### src/rtl/alu_arbiter_pkg.sv
// Shared definitions for the two-requester ALU arbiter: datapath widths,
// ALU opcode encodings, FSM state encoding and an opcode-legality helper.
package alu_arbiter_pkg;

    localparam int unsigned ALU_DATA_W = 64;
    localparam int unsigned ALU_OP_W   = 3;

    localparam logic [ALU_OP_W-1:0] ALU_ADD   = 3'b000;
    localparam logic [ALU_OP_W-1:0] ALU_SUB   = 3'b001;
    localparam logic [ALU_OP_W-1:0] ALU_AND   = 3'b010;
    localparam logic [ALU_OP_W-1:0] ALU_OR    = 3'b011;
    localparam logic [ALU_OP_W-1:0] ALU_PASSB = 3'b100;

    typedef enum logic [1:0] {
        ST_IDLE = 2'd0,
        ST_EXEC = 2'd1,
        ST_RESP = 2'd2
    } state_t;

    // Encodings above PASS B are reserved and flagged as errors.
    function automatic logic op_supported(input logic [ALU_OP_W-1:0] op);
        return op <= ALU_PASSB;
    endfunction

endpackage

### src/rtl/alu_arbiter_alu.sv
// Combinational ALU shared by the arbiter.
// Ports:
//   a, b     operands
//   alu_op   opcode (ADD/SUB/AND/OR/PASS B; others produce zero)
//   zero     address == 0
//   address  result, add/sub wrap modulo 2^DATA_W
module alu_arbiter_alu
    import alu_arbiter_pkg::*;
#(
    parameter int unsigned DATA_W = ALU_DATA_W,
    parameter int unsigned OP_W   = ALU_OP_W
) (
    input  logic [DATA_W-1:0] a,
    input  logic [DATA_W-1:0] b,
    input  logic [OP_W-1:0]   alu_op,
    output logic              zero,
    output logic [DATA_W-1:0] address
);

    always_comb begin
        address = '0;
        case (alu_op)
            ALU_ADD:   address = a + b;
            ALU_SUB:   address = a - b;
            ALU_AND:   address = a & b;
            ALU_OR:    address = a | b;
            ALU_PASSB: address = b;
            default:   address = '0;
        endcase
        zero = (address == '0);
    end

endmodule

### src/rtl/alu_arbiter.sv
// Round-robin arbiter sharing one ALU between two valid/ready requesters.
// A granted request is registered (IDLE), executed for one cycle (EXEC) and
// returned on a single response channel tagged with the requester id (RESP).
// Ports:
//   clk, reset                       clock, asynchronous active-high reset
//   reqN_valid/ready/a/b/op          request channel of requester N (N = 0, 1)
//   resp_valid/ready                 response handshake
//   resp_id/result/zero/err          response payload
//   busy                             FSM is not in IDLE
module alu_arbiter
    import alu_arbiter_pkg::*;
#(
    parameter int unsigned DATA_W = ALU_DATA_W,
    parameter int unsigned OP_W   = ALU_OP_W
) (
    input  logic              clk,
    input  logic              reset,
    input  logic              req0_valid,
    output logic              req0_ready,
    input  logic [DATA_W-1:0] req0_a,
    input  logic [DATA_W-1:0] req0_b,
    input  logic [OP_W-1:0]   req0_op,
    input  logic              req1_valid,
    output logic              req1_ready,
    input  logic [DATA_W-1:0] req1_a,
    input  logic [DATA_W-1:0] req1_b,
    input  logic [OP_W-1:0]   req1_op,
    output logic              resp_valid,
    input  logic              resp_ready,
    output logic              resp_id,
    output logic [DATA_W-1:0] resp_result,
    output logic              resp_zero,
    output logic              resp_err,
    output logic              busy
);

    state_t            state_q, state_d;
    logic              rr_ptr_q;
    logic              id_q;
    logic [DATA_W-1:0] a_q, b_q;
    logic [OP_W-1:0]   op_q;

    logic              gnt_id;
    logic              accept;
    logic              in_idle;
    logic              alu_zero;
    logic [DATA_W-1:0] alu_result;

    // Grant: a lone requester wins; on contention rr_ptr picks the winner.
    always_comb begin
        gnt_id     = (req0_valid && req1_valid) ? rr_ptr_q : req1_valid;
        // Ready is gated by reset so it drops the moment reset is asserted.
        in_idle    = (state_q == ST_IDLE) && !reset;
        req0_ready = in_idle && req0_valid && !gnt_id;
        req1_ready = in_idle && req1_valid && gnt_id;
        accept     = req0_ready || req1_ready;
    end

    always_comb begin
        state_d = state_q;
        case (state_q)
            ST_IDLE: if (accept) state_d = ST_EXEC;
            ST_EXEC: state_d = ST_RESP;
            ST_RESP: if (resp_ready) state_d = ST_IDLE;
            default: state_d = ST_IDLE;
        endcase
    end

    always_ff @(posedge clk or posedge reset) begin
        if (reset) begin
            state_q <= ST_IDLE;
        end else begin
            state_q <= state_d;
        end
    end

    // Request capture and round-robin pointer.
    always_ff @(posedge clk or posedge reset) begin
        if (reset) begin
            rr_ptr_q <= 1'b0;
            id_q     <= 1'b0;
            a_q      <= '0;
            b_q      <= '0;
            op_q     <= '0;
        end else if (accept) begin
            rr_ptr_q <= ~gnt_id;
            id_q     <= gnt_id;
            a_q      <= gnt_id ? req1_a  : req0_a;
            b_q      <= gnt_id ? req1_b  : req0_b;
            op_q     <= gnt_id ? req1_op : req0_op;
        end
    end

    alu_arbiter_alu #(
        .DATA_W (DATA_W),
        .OP_W   (OP_W)
    ) u_alu (
        .a       (a_q),
        .b       (b_q),
        .alu_op  (op_q),
        .zero    (alu_zero),
        .address (alu_result)
    );

    // Response registers load only at the end of EXEC and hold afterwards;
    // unsupported opcodes override the ALU output.
    always_ff @(posedge clk or posedge reset) begin
        if (reset) begin
            resp_id     <= 1'b0;
            resp_result <= '0;
            resp_zero   <= 1'b0;
            resp_err    <= 1'b0;
        end else if (state_q == ST_EXEC) begin
            resp_id <= id_q;
            if (op_supported(op_q)) begin
                resp_result <= alu_result;
                resp_zero   <= alu_zero;
                resp_err    <= 1'b0;
            end else begin
                resp_result <= '0;
                resp_zero   <= 1'b1;
                resp_err    <= 1'b1;
            end
        end
    end

    assign resp_valid = (state_q == ST_RESP);
    assign busy       = (state_q != ST_IDLE);

endmodule

### config.mk
export PLATFORM = sky130hd
export DESIGN_NAME = alu_arbiter
export DESIGN_NICKNAME = d
export VERILOG_FILES = /design/src/rtl/alu_arbiter_pkg.sv /design/src/rtl/alu_arbiter_alu.sv /design/src/rtl/alu_arbiter.sv
export SDC_FILE = /design/constraint.sdc
export NUM_CORES = 1
export LEC_CHECK = 0
export ABC_CLOCK_PERIOD_IN_PS = 9600
export CORE_ASPECT_RATIO = 0.5
export CORE_MARGIN = 4
export CORE_UTILIZATION = 53
export DETAILED_ROUTE_END_ITERATION = 12
export GPL_TIMING_DRIVEN = 0
export PLACE_DENSITY = 0.83
export SLEW_MARGIN = 10
export SYNTH_ARGS = -nofsm -noshare
export SYNTH_HDL_FRONTEND = slang
export SYNTH_SLANG_ARGS = --single-unit
### constraint.sdc
create_clock -name clk -period 9.6 [get_ports clk]
set_clock_uncertainty 0.05 [all_clocks]
set_input_delay 1.92 -clock clk [delete_from_list [all_inputs] [get_ports clk]]
set_output_delay 1.92 -clock clk [all_outputs]
set_load 0.01 [all_outputs]
==> key figures <==
Logic synthesis
  – Warnings from Yosys: 0
  – Share of the synthesized area in the top cell type: 0.319
  – Most frequent cells after synthesis: nand2_1, dfrtp_1, o21ai_0, a21oi_1, clkbuf_1
  – Synth Area in Compound Gates: 0.282
  – #FFs+latches synth: 202
  – Netlist cell types: 95
  – Mapped Cells: 1879
  – Cell with the most instances after synthesis: nand2_1
  – Main synth FF type: dfrtp_1
  – XOR/XNOR Fraction of Synth Area: 0.0558
  – Synth area leaders: dfrtp_1, o21ai_0, ha_1
  – Asr flop ratio synth: 1.00
  – Syn avg cell area: 8.43 µm²
  – Post-synthesis mux area share: 0.0468
  – Post-Synth Simple-Gate Area: 0.150
  – Adder-cell area share of the yosys netlist: 0.0875
  – EDFF count, synth: 0
  – Largest family of logic cells by synthesized area: compound AO/OA/AOI/OAI gates
  – Area leader, netlist: dfrtp_1
  – Net Count, Synth: 2213
  – Synthesized cell area: 0.0158 mm²
  – Post-synthesis sequential area ratio: 0.319

Layout
  – Layout cell share with drive strength beyond 1: 0.0448
  – FF/Latch Area: 0.00505 mm²
  – Fillers: 2395
  – Area of the multi-input gates: 0.00986 mm²
  – Post-layout util: 0.700
  – Area grow syn2layout: 29.3%
  – Ant. Diodes: 0
  – Layout Cells excl Fill: 2646
  – Post-route cell area: 0.0205 mm²
  – Layout net count: 2576

Floorplan
  – Initial cell density of the core: 0.542
  – Die height: 130 µm
  – Die width: 252 µm
  – Die area: 0.0329 mm²
  – Num ports: 338
  – Core Region: 0.0292 mm²
  – # rows: 44

GRT
  – Initial antenna violation count: 1
  – First-pass GRT wire length: 100 mm
  – GRT Total Usage: 0.402
  – Vias in the first global route: 16573
  – Pin count of the biggest net entering global routing: 77
  – Grt total ovfl: 0

Pwr
  – Logic pwr share: 0.725
  – Pint: 4.02 mW
  – Sw frac: 0.556
  – Max VDD drop: 0.337 mV
  – LEAKAGE: 8.90 nW
  – Clk pwr share: 0.096
  – Seq pwr share: 0.179
  – P_sw: 5.02 mW
  – Power Dens Cells: 441 mW/mm²

Clock tree
  – Clock-pin slew on the worst setup and hold paths: 0.07 ns
  – # hold bufs at CTS: 0
  – Clk_lat worst skew: 0.55 ns
  – Cts bufs inserted: 20
  – Post-CTS setup buffer count: 0
  – H-tree depth: 1
  – # clock sinks: 202
  – Cts repair resizes: 0
  – CTS tree: built
  – Clock Tree Buf Depth: 3
  – Root buf cell: clkbuf_16

Placed design
  – Area after DPL: 0.0198 mm²
  – Number of port buffers: 337
  – GPL Wtd Cong: 1.08
  – Inst Count DP: 2611
  – Post-detail-place hpwl: 53.6 mm

Timing
  – Worst slew pin tran: 1.39 ns
  – Final setup viols: 0
  – Max-slew violations: 0
  – RSZ-0062 raised after global routing: no
  – Max_slew headroom: 0.0711
  – Fmax: 105 MHz
  – Final period utilization: 0.997
  – Hold Vio Cnt, Final: 0
  – Final Critical Period: 9.57 ns

Critical path
  – CP Cell Sequence: buf_2 > buf_1 > buf_1 > clkbuf_2 > clkbuf_1 > nand2_1 > clkbuf_1 > o31ai_1 > xnor2_1 > ha_1 > a21oi_1 > o21ai_0 > a41o_1 > o2111ai_1 > nand2_1 > o31ai_2 > xnor2_1 > a222oi_1 > o2111ai_1 > nor4_1 > nand3_1 > o32ai_2
  – Buffers and inverters on the worst path: 6
  – Family with the most delay on the worst path: buffers and inverters
  – Setup crit end kind: register
  – WP data arrival: 9.97 ns
  – Slowest-stage cell, CP: buf_1
  – Crit path launch type: register
  – Peak per-stage delay on the critical path: 0.86 ns
  – Crit Path Class: reg2reg
  – Critical Path RT: 10.00 ns
  – Worst-path fanout max: 10

Hold path
  – Min-Delay Path Class: reg2reg

Detailed routing
  – Post-DRT Antenna Nets: 0
  – Iter 0 DRT Violations: 2600
  – First-pass iteration count of the detailed router: 6
  – Drt total wl: 68.7 mm
  – Vias/cell: 6.69
  – Via count: 17701
  – Routed wire per std cell: 26.0 µm
  – DRC: 0

Status
  – Outcome: complete, no violations

Run
  – Max_cap viols: 0
[power groups by stage]
stage | sequential, mW | clock [mW] | combinational (mW)
6_report | 1.62 | 0.865 | 6.55
3_5_place_dp | 1.61 | 0 | 6.21
3_3_place_gp | 1.60 | 0 | 6.13
4_1_cts | 1.60 | 0.857 | 6.25
5_1_grt | 1.65 | 0.885 | 6.95
2_1_floorplan | 1.51 | 0 | 4.17
[path summary, 6_finish.rpt]
kind                       depth (start not counted)             from               to  slack (ns)
max in group asynchronous                          3            reset          b_q[19]        6.96
max                                               22          op_q[0]        resp_zero        0.03
min reg2reg                                        2  resp_result[63]  resp_result[63]        0.44
min in group asynchronous                          2            reset             id_q        1.82
min                                                2  resp_result[63]  resp_result[63]        0.44
max reg2reg                                       22          op_q[0]        resp_zero        0.03
[registers in the layout, summed over array words and instances, names as in the netlist]
name / flops
state_q: 2
a_q: 64
resp_id: 1
resp_err: 1
b_q: 64
resp_result: 64
id_q: 1
op_q: 3
rr_ptr_q: 1
resp_zero: 1
[worst reg2reg max path: cells and delay by family (launching register included)]
kind            cells  cell delay, ns
compound gates      9            3.27
fa+ha+maj           1            0.34
buf+inv             6            3.82
xor+xnor            2            0.28
flops               1            0.41
simple gates        4            1.32
[routing by layer]
layer  wire length [µm]  track usage  up-vias  share of wire
met5                 13            0        -        0.00019
li1                   -            -     7716              -
met4               3520        0.163        2          0.051
met1              28400        0.569     8539           0.41
met3               8980        0.120      228           0.13
met2              27800        0.578     1216           0.40
[through the flow]
step	power (mW)	setup WS [ns]	setup TNS (ns)	hold WS, ns
2_1_floorplan	5.68	2.12	0	0.389
3_3_place_gp	7.74	-0.409	-78.64	0.403
3_5_place_dp	7.82	0.667	0	0.420
4_1_cts	8.71	0.643	0	0.439
5_1_grt	9.48	0.282	0	0.460
6_report	9.04	0.0333	0	0.439
[final cells by class]
class                           count  share of cell area
Multi-Input combinational cell   1441               0.482
Clock inverter                      8             0.00501
Inverter                           93              0.0174
Timing Repair Buffer              341               0.168
Sequential cell                   202               0.247
Tap cell                          391              0.0239
Buffer                            143              0.0285
Clock buffer                       27              0.0282
[cells in the final DEF (no fill, tap or decap), types with 9 or more instances in the layout]
master           count
xor2_1              48
nor2_1              93
a221oi_1            10
o21bai_1            12
mux2i_1             74
a22o_1              51
a222oi_1            66
buf_2               14
o21ai_0            194
a22oi_1             33
nand3_1             18
ha_1                66
o211ai_1            10
o31ai_1             19
clkbuf_1           119
a21oi_1            124
a21o_1              17
dfrtp_1            202
nand4_1             32
nand2b_1            16
or3_1               14
xnor2_1             51
a31oi_1             18
nor4_1              10
nor3_1              30
clkdlybuf4s50_1    337
clkbuf_16           21
inv_1               92
o21ai_1              9
maj3_1              54
o21a_1              17
nand2_1            212
[logic make-up after synthesis]
logic type	count (synthesis)
AOI/OAI and AO/OA	654
xor gates and xnor gates	100
adders and majority gates	121
buffers and inverters	236
DFF	202
muxes	74
and+or+nand+nor	492
Note: power is estimated with default switching activity, not from simulation.
